`config.mk`:
```
export PLATFORM = sky130hd
export DESIGN_NAME = data_cache
export DESIGN_NICKNAME = d
export VERILOG_FILES = /design/src/rtl/data_cache_pkg.sv /design/src/rtl/data_cache_array.sv /design/src/rtl/data_cache.sv
export SDC_FILE = /design/constraint.sdc
export NUM_CORES = 2
export LEC_CHECK = 0
export BUFFER_PORTS_ARGS = -buffer_cell sky130_fd_sc_hd__buf_2
export CORE_MARGIN = 2
export CORE_UTILIZATION = 45
export CTS_CLUSTER_DIAMETER = 100
export DETAILED_ROUTE_END_ITERATION = 6
export PLACE_DENSITY = 0.65
export SLEW_MARGIN = 20
export SYNTH_ARGS = -nofsm -noshare
export SYNTH_HDL_FRONTEND = slang
export SYNTH_SLANG_ARGS = --single-unit
```
`constraint.sdc`:
```
create_clock -name clk_i -period 7.4 [get_ports clk_i]
set_input_delay 1.48 -clock clk_i [delete_from_list [all_inputs] [get_ports clk_i]]
set_output_delay 1.48 -clock clk_i [all_outputs]
set_load 0.01 [all_outputs]
```
`src/rtl/data_cache_pkg.sv`:
```
`default_nettype none
// ============================================================================
// Module      : data_cache_pkg
// Description : Shared FSM encoding, line geometry and address-split helpers
//               for the direct-mapped write-through data cache.
// Revision    : 1.0 - initial release
// ============================================================================
package data_cache_pkg;

    localparam int c_WORDS_PER_LINE = 4;
    localparam int c_BYTE_W         = 2;
    localparam int c_OFFSET_W       = 2;
    localparam int c_LINE_LSB       = c_BYTE_W + c_OFFSET_W;
    localparam int c_MAX_INDEX_W    = 6;
    localparam int c_MAX_TAG_W      = 32 - c_LINE_LSB;

    typedef enum logic [1:0] {
        IDLE  = 2'd0,
        FILL  = 2'd1,
        WRITE = 2'd2,
        DONE  = 2'd3
    } state_t;

    function automatic logic [c_OFFSET_W-1:0] addr_offset(input logic [31:0] addr);
        return c_OFFSET_W'(addr >> c_BYTE_W);
    endfunction

    // Callers truncate the index/tag to the width implied by their line count.
    function automatic logic [c_MAX_INDEX_W-1:0] addr_index(input logic [31:0] addr,
                                                            input int index_w);
        return c_MAX_INDEX_W'((addr >> c_LINE_LSB) & ((32'd1 << index_w) - 32'd1));
    endfunction

    function automatic logic [c_MAX_TAG_W-1:0] addr_tag(input logic [31:0] addr,
                                                        input int index_w);
        return c_MAX_TAG_W'(addr >> (c_LINE_LSB + index_w));
    endfunction

endpackage
`default_nettype wire

```
`src/rtl/data_cache_array.sv`:
```
`default_nettype none
// ============================================================================
// Module      : cache_array
// Description : Valid/tag/data storage, one synchronous write port and an
//               asynchronous read port.
// Revision    : 1.0 - initial release
// ============================================================================
module cache_array
    import data_cache_pkg::*;
#(
    parameter int NUM_LINES = 16,
    parameter int WORDS     = c_WORDS_PER_LINE
) (
    input  logic                                     clk,
    input  logic                                     rst,
    input  logic [$clog2(NUM_LINES)-1:0]             i_rd_index,
    input  logic [c_OFFSET_W-1:0]                    i_rd_offset,
    output logic                                     o_rd_valid,
    output logic [32-c_LINE_LSB-$clog2(NUM_LINES)-1:0] o_rd_tag,
    output logic [31:0]                              o_rd_word,
    input  logic                                     i_wr_en,
    input  logic [$clog2(NUM_LINES)-1:0]             i_wr_index,
    input  logic [c_OFFSET_W-1:0]                    i_wr_offset,
    input  logic [31:0]                              i_wr_word,
    input  logic                                     i_wr_meta,
    input  logic                                     i_wr_valid,
    input  logic [32-c_LINE_LSB-$clog2(NUM_LINES)-1:0] i_wr_tag
);

    localparam int c_TAG_W = 32 - c_LINE_LSB - $clog2(NUM_LINES);

    logic [NUM_LINES-1:0] r_valid;
    logic [c_TAG_W-1:0]   r_tag  [NUM_LINES];
    logic [31:0]          r_data [NUM_LINES][WORDS];

    always_ff @(posedge clk) begin
        if (rst) begin
            r_valid <= '0;
        end else if (i_wr_en && i_wr_meta) begin
            r_valid[i_wr_index] <= i_wr_valid;
        end
    end

    // Tag and data need no reset: a line is only trusted once its valid bit is set.
    always_ff @(posedge clk) begin
        if (i_wr_en) begin
            r_data[i_wr_index][i_wr_offset] <= i_wr_word;
            if (i_wr_meta) begin
                r_tag[i_wr_index] <= i_wr_tag;
            end
        end
    end

    assign o_rd_valid = r_valid[i_rd_index];
    assign o_rd_tag   = r_tag[i_rd_index];
    assign o_rd_word  = r_data[i_rd_index][i_rd_offset];

endmodule
`default_nettype wire

```
`src/rtl/data_cache.sv`:
```
`default_nettype none
// ============================================================================
// Module      : data_cache
// Description : Direct-mapped, write-through, read-allocate data cache with a
//               one-word-per-ack memory port. Optional hit/miss statistics
//               counters are enabled by defining DATA_CACHE_STATS_EN.
// Revision    : 1.0 - initial release
// ============================================================================
module data_cache
    import data_cache_pkg::*;
#(
    parameter int NUM_LINES      = 16,
    parameter int WORDS_PER_LINE = c_WORDS_PER_LINE
) (
    input  logic        clk_i,
    input  logic        rst_i,
    input  logic [31:0] addr_i,
    input  logic [31:0] data_i,
    input  logic        MemRead_i,
    input  logic        MemWrite_i,
    output logic [31:0] data_o,
    output logic        stall_o,
    output logic [31:0] mem_addr_o,
    output logic [31:0] mem_wdata_o,
    output logic        mem_rd_o,
    output logic        mem_wr_o,
    input  logic [31:0] mem_rdata_i,
    input  logic        mem_ack_i
`ifdef DATA_CACHE_STATS_EN
    ,
    output logic [31:0] hit_cnt_o,
    output logic [31:0] miss_cnt_o
`endif
);

    localparam int c_INDEX_W = $clog2(NUM_LINES);
    localparam int c_TAG_W   = 32 - c_LINE_LSB - c_INDEX_W;

    logic [c_OFFSET_W-1:0] w_offset;
    logic [c_INDEX_W-1:0]  w_index;
    logic [c_TAG_W-1:0]    w_tag;

    assign w_offset = addr_offset(addr_i);
    assign w_index  = c_INDEX_W'(addr_index(addr_i, c_INDEX_W));
    assign w_tag    = c_TAG_W'(addr_tag(addr_i, c_INDEX_W));

    state_t                r_state;
    state_t                w_next;
    logic [c_OFFSET_W-1:0] r_cnt;

    logic                  w_rd_valid;
    logic [c_TAG_W-1:0]    w_rd_tag;
    logic [31:0]           w_rd_word;
    logic                  w_hit;
    logic                  w_wr_en;
    logic                  w_wr_meta;
    logic                  w_wr_valid;
    logic [c_OFFSET_W-1:0] w_wr_offset;
    logic [31:0]           w_wr_word;

    assign w_hit = w_rd_valid && (w_rd_tag == w_tag);

    cache_array #(
        .NUM_LINES (NUM_LINES),
        .WORDS     (WORDS_PER_LINE)
    ) u_array (
        .clk         (clk_i),
        .rst         (rst_i),
        .i_rd_index  (w_index),
        .i_rd_offset (w_offset),
        .o_rd_valid  (w_rd_valid),
        .o_rd_tag    (w_rd_tag),
        .o_rd_word   (w_rd_word),
        .i_wr_en     (w_wr_en),
        .i_wr_index  (w_index),
        .i_wr_offset (w_wr_offset),
        .i_wr_word   (w_wr_word),
        .i_wr_meta   (w_wr_meta),
        .i_wr_valid  (w_wr_valid),
        .i_wr_tag    (w_tag)
    );

    always_ff @(posedge clk_i) begin
        if (rst_i) begin
            r_state <= IDLE;
            r_cnt   <= '0;
        end else begin
            r_state <= w_next;
            if (r_state == FILL && mem_ack_i) begin
                r_cnt <= r_cnt + 2'd1;
            end
        end
    end

    always_comb begin
        w_next      = r_state;
        stall_o     = 1'b0;
        data_o      = '0;
        mem_rd_o    = 1'b0;
        mem_wr_o    = 1'b0;
        mem_addr_o  = '0;
        mem_wdata_o = '0;
        w_wr_en     = 1'b0;
        w_wr_meta   = 1'b0;
        w_wr_valid  = 1'b0;
        w_wr_offset = w_offset;
        w_wr_word   = data_i;
        case (r_state)
            IDLE: begin
                if (MemWrite_i) begin
                    stall_o = 1'b1;
                    w_next  = WRITE;
                end else if (MemRead_i) begin
                    if (w_hit) begin
                        data_o = w_rd_word;
                    end else begin
                        stall_o = 1'b1;
                        w_next  = FILL;
                    end
                end
            end
            FILL: begin
                stall_o    = 1'b1;
                mem_rd_o   = 1'b1;
                mem_addr_o = {w_tag, w_index, r_cnt, 2'b00};
                if (mem_ack_i) begin
                    w_wr_en     = 1'b1;
                    w_wr_offset = r_cnt;
                    w_wr_word   = mem_rdata_i;
                    // Drop the old line on the first word so a partial fill never hits.
                    if (r_cnt == 2'd0) begin
                        w_wr_meta = 1'b1;
                    end
                    if (r_cnt == 2'd3) begin
                        w_wr_meta  = 1'b1;
                        w_wr_valid = 1'b1;
                        w_next     = DONE;
                    end
                end
            end
            WRITE: begin
                stall_o     = 1'b1;
                mem_wr_o    = 1'b1;
                mem_addr_o  = {addr_i[31:2], 2'b00};
                mem_wdata_o = data_i;
                if (mem_ack_i) begin
                    w_wr_en = w_hit;
                    w_next  = DONE;
                end
            end
            DONE: begin
                if (w_hit) begin
                    data_o = w_rd_word;
                end
                w_next = IDLE;
            end
            default: w_next = IDLE;
        endcase
    end

`ifdef DATA_CACHE_STATS_EN
    logic [31:0] r_hit_cnt;
    logic [31:0] r_miss_cnt;

    always_ff @(posedge clk_i) begin
        if (rst_i) begin
            r_hit_cnt  <= '0;
            r_miss_cnt <= '0;
        end else if (r_state == IDLE && MemRead_i && !MemWrite_i) begin
            if (w_hit) begin
                if (r_hit_cnt != 32'hFFFF_FFFF) r_hit_cnt <= r_hit_cnt + 32'd1;
            end else begin
                if (r_miss_cnt != 32'hFFFF_FFFF) r_miss_cnt <= r_miss_cnt + 32'd1;
            end
        end
    end

    assign hit_cnt_o  = r_hit_cnt;
    assign miss_cnt_o = r_miss_cnt;
`endif

endmodule
`default_nettype wire

```
# Yosys cells after proc, flatten, opt, wreduce, memory -nomap -nowiden

Memory sizes are Yosys's and may differ from the RTL's.
Index checks and enable logic that the tools add are counted.

Add/subtract/negate cells: 1
Magnitude comparators: 5
Equality and inequality tests: 10
Mux-type cells: 48
Bitwise gates (word level): 2
Reductions and logical operators: 9

Operators with widths:

| kind                                                                                | count |
|---|---|
| 32-bit 2-to-1 mux                                                                   | 9 |
| 128-bit 2-to-1 mux                                                                  | 1 |
| 32-bit one-hot mux with 2 select lines                                              | 2 |
| 32-bit binary-select mux with 2-bit select                                          | 1 |
| 32-bit demux with 2-bit select                                                      | 1 |
| 24-bit equality test                                                                | 1 |
| 1-bit 2-to-1 mux                                                                    | 20 |
| 16-bit bitwise mux                                                                  | 1 |
| 2-bit 2-to-1 mux                                                                    | 8 |
| 2-bit one-hot mux with 4 select lines                                               | 1 |
| 2-bit equality test, second input constant                                          | 3 |
| 3-bit greater-or-equal comparator, second input constant                            | 2 |
| 3-bit inequality test, second input constant                                        | 2 |
| 2-bit inverter with 3-bit output                                                    | 2 |
| 1-bit logical AND                                                                   | 5 |
| 4-bit by 5-bit less-than comparator with 1-bit output, second input constant        | 1 |
| 5-bit AND reduction                                                                 | 1 |
| 1-bit binary-select mux with 4-bit select                                           | 1 |
| 1-bit demux with 4-bit select                                                       | 1 |
| 4-bit by 1-bit greater-or-equal comparator with 1-bit output, second input constant | 1 |
| 2-bit zero test                                                                     | 2 |
| 2-bit inequality test, second input constant                                        | 2 |
| 1-bit one-hot mux with 2 select lines                                               | 2 |
| 3-bit by 1-bit less-than comparator with 1-bit output, second input constant        | 1 |
| other kinds (4)                                                                     | 4 |

Register bits: 20
Memory bits (writable): 2432
Bits of input ports: 101
Output and inout bits: 99
Logic and storage cells: 80
Memories kept: 2

Memories:

| memory         | words | width | read ports | clocked after Yosys merged registers in | wr ports | RTL line               | source |
|---|---|---|---|---|---|---|---|
| u_array.r_data | 16    | 128   | 1          | 0                                       | 1        | data_cache_array.sv:34 | `logic [31:0] r_data [NUM_LINES][WORDS];` |
| u_array.r_tag  | 16    | 24    | 1          | 0                                       | 1        | data_cache_array.sv:33 | `logic [c_TAG_W-1:0] r_tag [NUM_LINES];` |

# Longest topological paths before layout

Depth in word-level cells: 8
Mapped depth: 14
Depth with buffers taken out: 9

# By module

From an unflattened synthesis, not the netlist that was laid out.

Cells, all modules: 4257
Area total of the unflattened synthesis: 95282.6 um2

By module, submodules not included:

| module      | times used | cells each | area each (um2) | sequential area each (um2) |
|---|---|---|---|---|
| cache_array | 1          | 4033       | 93596.0         | 73350.3 |
| data_cache  | 1          | 224        | 1686.6          | 80.1 |

# Worst setup path before layout

Ideal clock, no wire load.

Kind: input-to-reg
From: input port addr_i[4]
To: memory u_array.r_data[13][100] (netlist name) (enable)
Setup time: 0.502 ns
Data arrival time: 7.030 ns
Required time: 6.898 ns
Setup slack: -0.131 ns
Cell stages on the path: 12
Buffers on the path: 3
Cell sequence: buf_2 > buf_4 > and2b_1 > a22oi_1 > o21ai_1 > xnor2_1 > or3_1 > a2111oi_2 > nand4b_1 > o31a_1 > buf_2 > nor4_1

Longest elaborated chain between the ends: 7
Elaborated cells between the ends (all ways): 9
Classes of those cells: eq/ne (1); mux (6); reduce/logical (1); memory (1)

RTL lines:

| item                                                                            | RTL line                                 | source |
|---|---|---|
| start: declaration                                                              | data_cache.sv:17                         | `input logic [31:0] addr_i,` |
| memory 16 x 24 bit or 1-bit binary-select mux with 4-bit select (tied branches) | n/a                                      |  |
| 24-bit equality test or 1-bit 2-to-1 mux (tied branches)                        | data_cache.sv:61, data_cache_array.sv:54 |  |
| 1-bit logical AND                                                               | data_cache.sv:61                         | `assign w_hit = w_rd_valid && (w_rd_tag == w_tag);` |
| 1-bit 2-to-1 mux                                                                | data_cache.sv:146                        | `if (mem_ack_i) begin` |
| 1-bit one-hot mux with 2 select lines                                           | data_cache.sv:108                        | `case (r_state)` |
| 1-bit 2-to-1 mux                                                                | data_cache_array.sv:46                   | `if (i_wr_en) begin` |
| 128-bit 2-to-1 mux (not written as such)                                        | data_cache_array.sv:47                   | `r_data[i_wr_index][i_wr_offset] <= i_wr_word;` |
| end: declaration                                                                | data_cache_array.sv:34                   |  |

Parallel ways exist; a longest one is shown, timed or not. The select of a mux whose other input is x is not followed.

# Final worst setup path

From: input port addr_i[7]
To: output port data_o[14]

Longest elaborated chain between the ends: 8
Elaborated cells between the ends (all ways): 13
Classes of those cells: eq/ne (1); mux (9); reduce/logical (1); memory (2)

RTL lines:

| item                                                  | RTL line                             | source |
|---|---|---|
| memory 16 x 128 bit                                   | n/a                                  |  |
| 32-bit binary-select mux with 2-bit select            | data_cache_array.sv:56               | `assign o_rd_word = r_data[i_rd_index][i_rd_offset];` |
| 32-bit 2-to-1 mux (not written as such) (2 in series) | data_cache_array.sv:56               |  |
| 32-bit 2-to-1 mux (*)                                 | data_cache.sv:114, data_cache.sv:152 |  |
| 32-bit 2-to-1 mux                                     | data_cache.sv:113                    | `end else if (MemRead_i) begin` |
| 32-bit 2-to-1 mux                                     | data_cache.sv:110                    | `if (MemWrite_i) begin` |
| 32-bit one-hot mux with 2 select lines (*)            | data_cache.sv:108                    |  |
| end: declaration                                      | data_cache.sv:21                     | `output logic [31:0] data_o,` |

Every way passes the cells marked *; elsewhere a longest branch is shown, timed or not. The select of a mux whose other input is x is not followed.

==> flow_summary.json <==
{
  "die_h_microns": 463.4,
  "layout.nets": 4434,
  "fmax_ghz": 0.1472,
  "routed_wl_mm": 221.2,
  "die_x_microns": 463.4,
  "dieArea_sq_um": 214700,
  "cts_setup_buffers": 0,
  "cts_sinks": 2452,
  "synth-seq-cells": 2452,
  "synth_cells": 3942,
  "coreArea_sq_um": 209600,
  "slew_viol_final": 0,
  "area_delta_synth_final_pct": 14.07,
  "worstSetupEndpointType": "output pin",
  "cts_inserted_buffers": 231,
  "track_usage": 0.2049,
  "synth_fa_ha_area_frac": 0.0007906,
  "hold_class": "register to register",
  "antenna_found_initial": 10,
  "place_congestion": 0.7639,
  "ctsHtreeMaxLevel": 4,
  "power.leakage_nw": 33.83,
  "drc": 0,
  "p_per_area_nw_per_um2": 269.0,
  "cts_tree": "done",
  "grt_overflow": 0,
  "worst_ep_required_time_ns": 5.92,
  "synthXorXnorAreaFrac": 0.003782,
  "setup_violations": 0,
  "period_minus_slack_ns": 6.794,
  "yosysWarnings": 0,
  "whs_ns": 0.4792,
  "maxCapViolCount": 0,
  "drt-wirelength-per-cell_microns": 30.18,
  "ir_drop_mv": 0.2457,
  "via_count": 43460,
  "final.setup_skew_ns": 0.06362,
  "synth_compound_area_frac": 0.005771,
  "rsz0062_at_grt": "no",
  "drt-initial-drc-count": 4768,
  "path_cells": "buf_8, buf_4, mux2i_1, a22oi_1, o21ai_1, xnor2_1, or3_1, a2111oi_2, nand4b_1, or3_2, buf_4, nor2b_1, buf_2",
  "synth-async-reset-ratio": 0,
  "critPathArrivalTime_ns": 5.31,
  "syn_area_sq_um": 94950,
  "vias_per_cell": 5.928,
  "dp_hpwl_mm": 120.6,
  "clock_path_buffers": 3,
  "start_util": 0.4531,
  "synth_edf_count": 2432,
  "worstSkewPairLatency_ns": 0.89,
  "grt_max_degree": 130,
  "cp-start-kind": "input pin",
  "relSlewSlack": 0.2301,
  "yosys.area_share.simple": 0.01539,
  "finalCritPeriodShare": 0.9182,
  "crit_slowest_cell": "or3_2",
  "io_pins": 200,
  "grt_pass1_wl_mm": 316.9,
  "worstMarginPinSlew_ns": 1.152,
  "cp_max_fo": 61,
  "drive_above_1_share": 0.3462,
  "first_pass_iters": 5,
  "cpMostUsedCell": "buf_4",
  "cp_slowest_stage_delay_ns": 0.75,
  "holdBufCountCts": 0,
  "cts_root_buffer": "clkbuf_16",
  "post_synth.cell_area_avg_sq_um": 24.09,
  "status": "completed",
  "clk_pin_slew_ns": 0.06,
  "fin_util": 0.5169,
  "ys.flop_type": "edfxtp_1",
  "ant_nets": 0,
  "rows": 168,
  "hold_viol": 0,
  "crit_type": "input pin to output pin",
  "synth_top_family_by_area": "multiplexers",
  "netlist-cell-type-count": 50,
  "io_buffers": 195,
  "synthMuxAreaShare": 0.1907,
  "yosysSeqAreaShare": 0.7733,
  "cts-resized-gates": 0,
  "grt_pass1_vias": 44420
}
[layer usage]
metal	GRT usage	vias up	wire length (microns)
met4	0.05729	0	5300
met2	0.3409	1663	111900
met5	0	-	0
met3	0.03048	295	14660
met1	0.2839	23750	89380
li1	-	17750	-
[power by group]
| part | internal (mW) | switching, mW |
|---|---|---|
| registers | 15.6 | 0.0155 |
| clock network | 6.40 | 5.08 |
| logic | 0.709 | 1.31 |
[worst max-delay path, delay by kind of cell]
family	cells	cell delay, ns
simple gates	4	1.51
compound gates	3	0.76
xor+xnor	1	0.14
buf+inv	4	1.21
mux	1	0.11
[per-stage QoR]
stage	setup slack, ns	instance area [sq um]	instances	total power, mW	setup TNS, ns
floorplan	-0.1312	94960	3943	17.13	-34.77
global placement	0.6769	100800	6897	17.89	0
detailed placement	0.6591	100800	6897	17.95	0
CTS	0.6501	108200	7323	29.34	0
global route	0.4199	108300	7329	29.98	0
finish	0.6056	108300	7330	29.14	0
[cell families (layout without fill, tap and decap cells)]
family,after synthesis,in the layout
multiplexers,871,871
AND/OR/NAND/NOR,261,261
other,1,7
buffers and inverters,229,806
flip-flops,2452,2452
XOR/XNOR,41,41
adder cells (fa/ha/maj),6,6
AO/OA/AOI/OAI,81,81
[cell usage in the layout, fill, tap and decap left out, drive strengths merged, types with 4 or more instances in the layout]
master    netlist  routed
a21oi          16      16
a221oi         10      10
a22o            5       5
a22oi          12      12
and2           61      61
buf            84     375
bufinv          0      18
clkbuf        140     288
clkinv          1     108
clkinvlp        0       7
dfxtp          20      20
diode           0       5
edfxtp       2432    2432
ha              6       6
inv             4      10
mux2           37      37
mux2i          87      87
mux4          747     747
nand2          34      34
nand2b          5       5
nand3           6       6
nand4           4       4
nor2           29      29
nor2b          40      40
nor3           51      51
nor4           21      21
o21ai          21      21
o22ai           4       4
or3             4       4
xnor2          24      24
xor2           17      17
[registers in the layout, summed over array words and instances, names as in the netlist]
register,flops
u_array.r_valid,16
r_state,2
r_cnt,2
u_array.r_tag,384
u_array.r_data,2048
[Yosys cell counts, types with 9 or more instances]
| cell | instances | area [sq um] |
|---|---|---|
| dfxtp_1 | 20 | 400.4 |
| mux4_2 | 747 | 16820 |
| xor2_1 | 17 | 148.9 |
| a22oi_1 | 12 | 90.09 |
| edfxtp_1 | 2432 | 73030 |
| and2_1 | 61 | 381.6 |
| mux2_2 | 37 | 416.7 |
| o21ai_0 | 20 | 100.1 |
| nor2b_1 | 40 | 250.2 |
| nor4_1 | 13 | 81.33 |
| buf_2 | 28 | 140.1 |
| nor2_1 | 29 | 108.9 |
| nand2_1 | 34 | 127.6 |
| a21oi_1 | 16 | 80.08 |
| mux2i_1 | 87 | 870.8 |
| buf_1 | 40 | 150.1 |
| buf_4 | 13 | 97.59 |
| nor3_1 | 51 | 255.2 |
| clkbuf_1 | 140 | 525.5 |
| xnor2_1 | 24 | 210.2 |
| a221oi_1 | 9 | 78.83 |
[area by class of cell]
class | instances | area [sq um]
Fill cell | 16000 | 101300
Sequential cell | 2452 | 73430
Multi-Input combinational cell | 1262 | 21160
Clock buffer | 288 | 6016
Tap cell | 2805 | 3510
Timing Repair Buffer | 375 | 2838
Clock inverter | 138 | 1339
Inverter | 5 | 18.77
Antenna cell | 5 | 12.51
[final timing paths]
kind / startpoint / end / slack (ns) / depth (start not counted)
max: addr_i[7] / data_o[14] / 0.61 / 13
min reg2reg: u_array.r_valid[1]$_SDFFE_PP0P_ / u_array.r_valid[1]$_SDFFE_PP0P_ / 0.48 / 2
min: u_array.r_valid[1]$_SDFFE_PP0P_ / u_array.r_valid[1]$_SDFFE_PP0P_ / 0.48 / 2
max reg2reg: u_array.r_tag[15][8]$_DFFE_PP_ / u_array.r_data[8][46]$_DFFE_PP_ / 2.82 / 12
(Power assumes the default switching activity.)
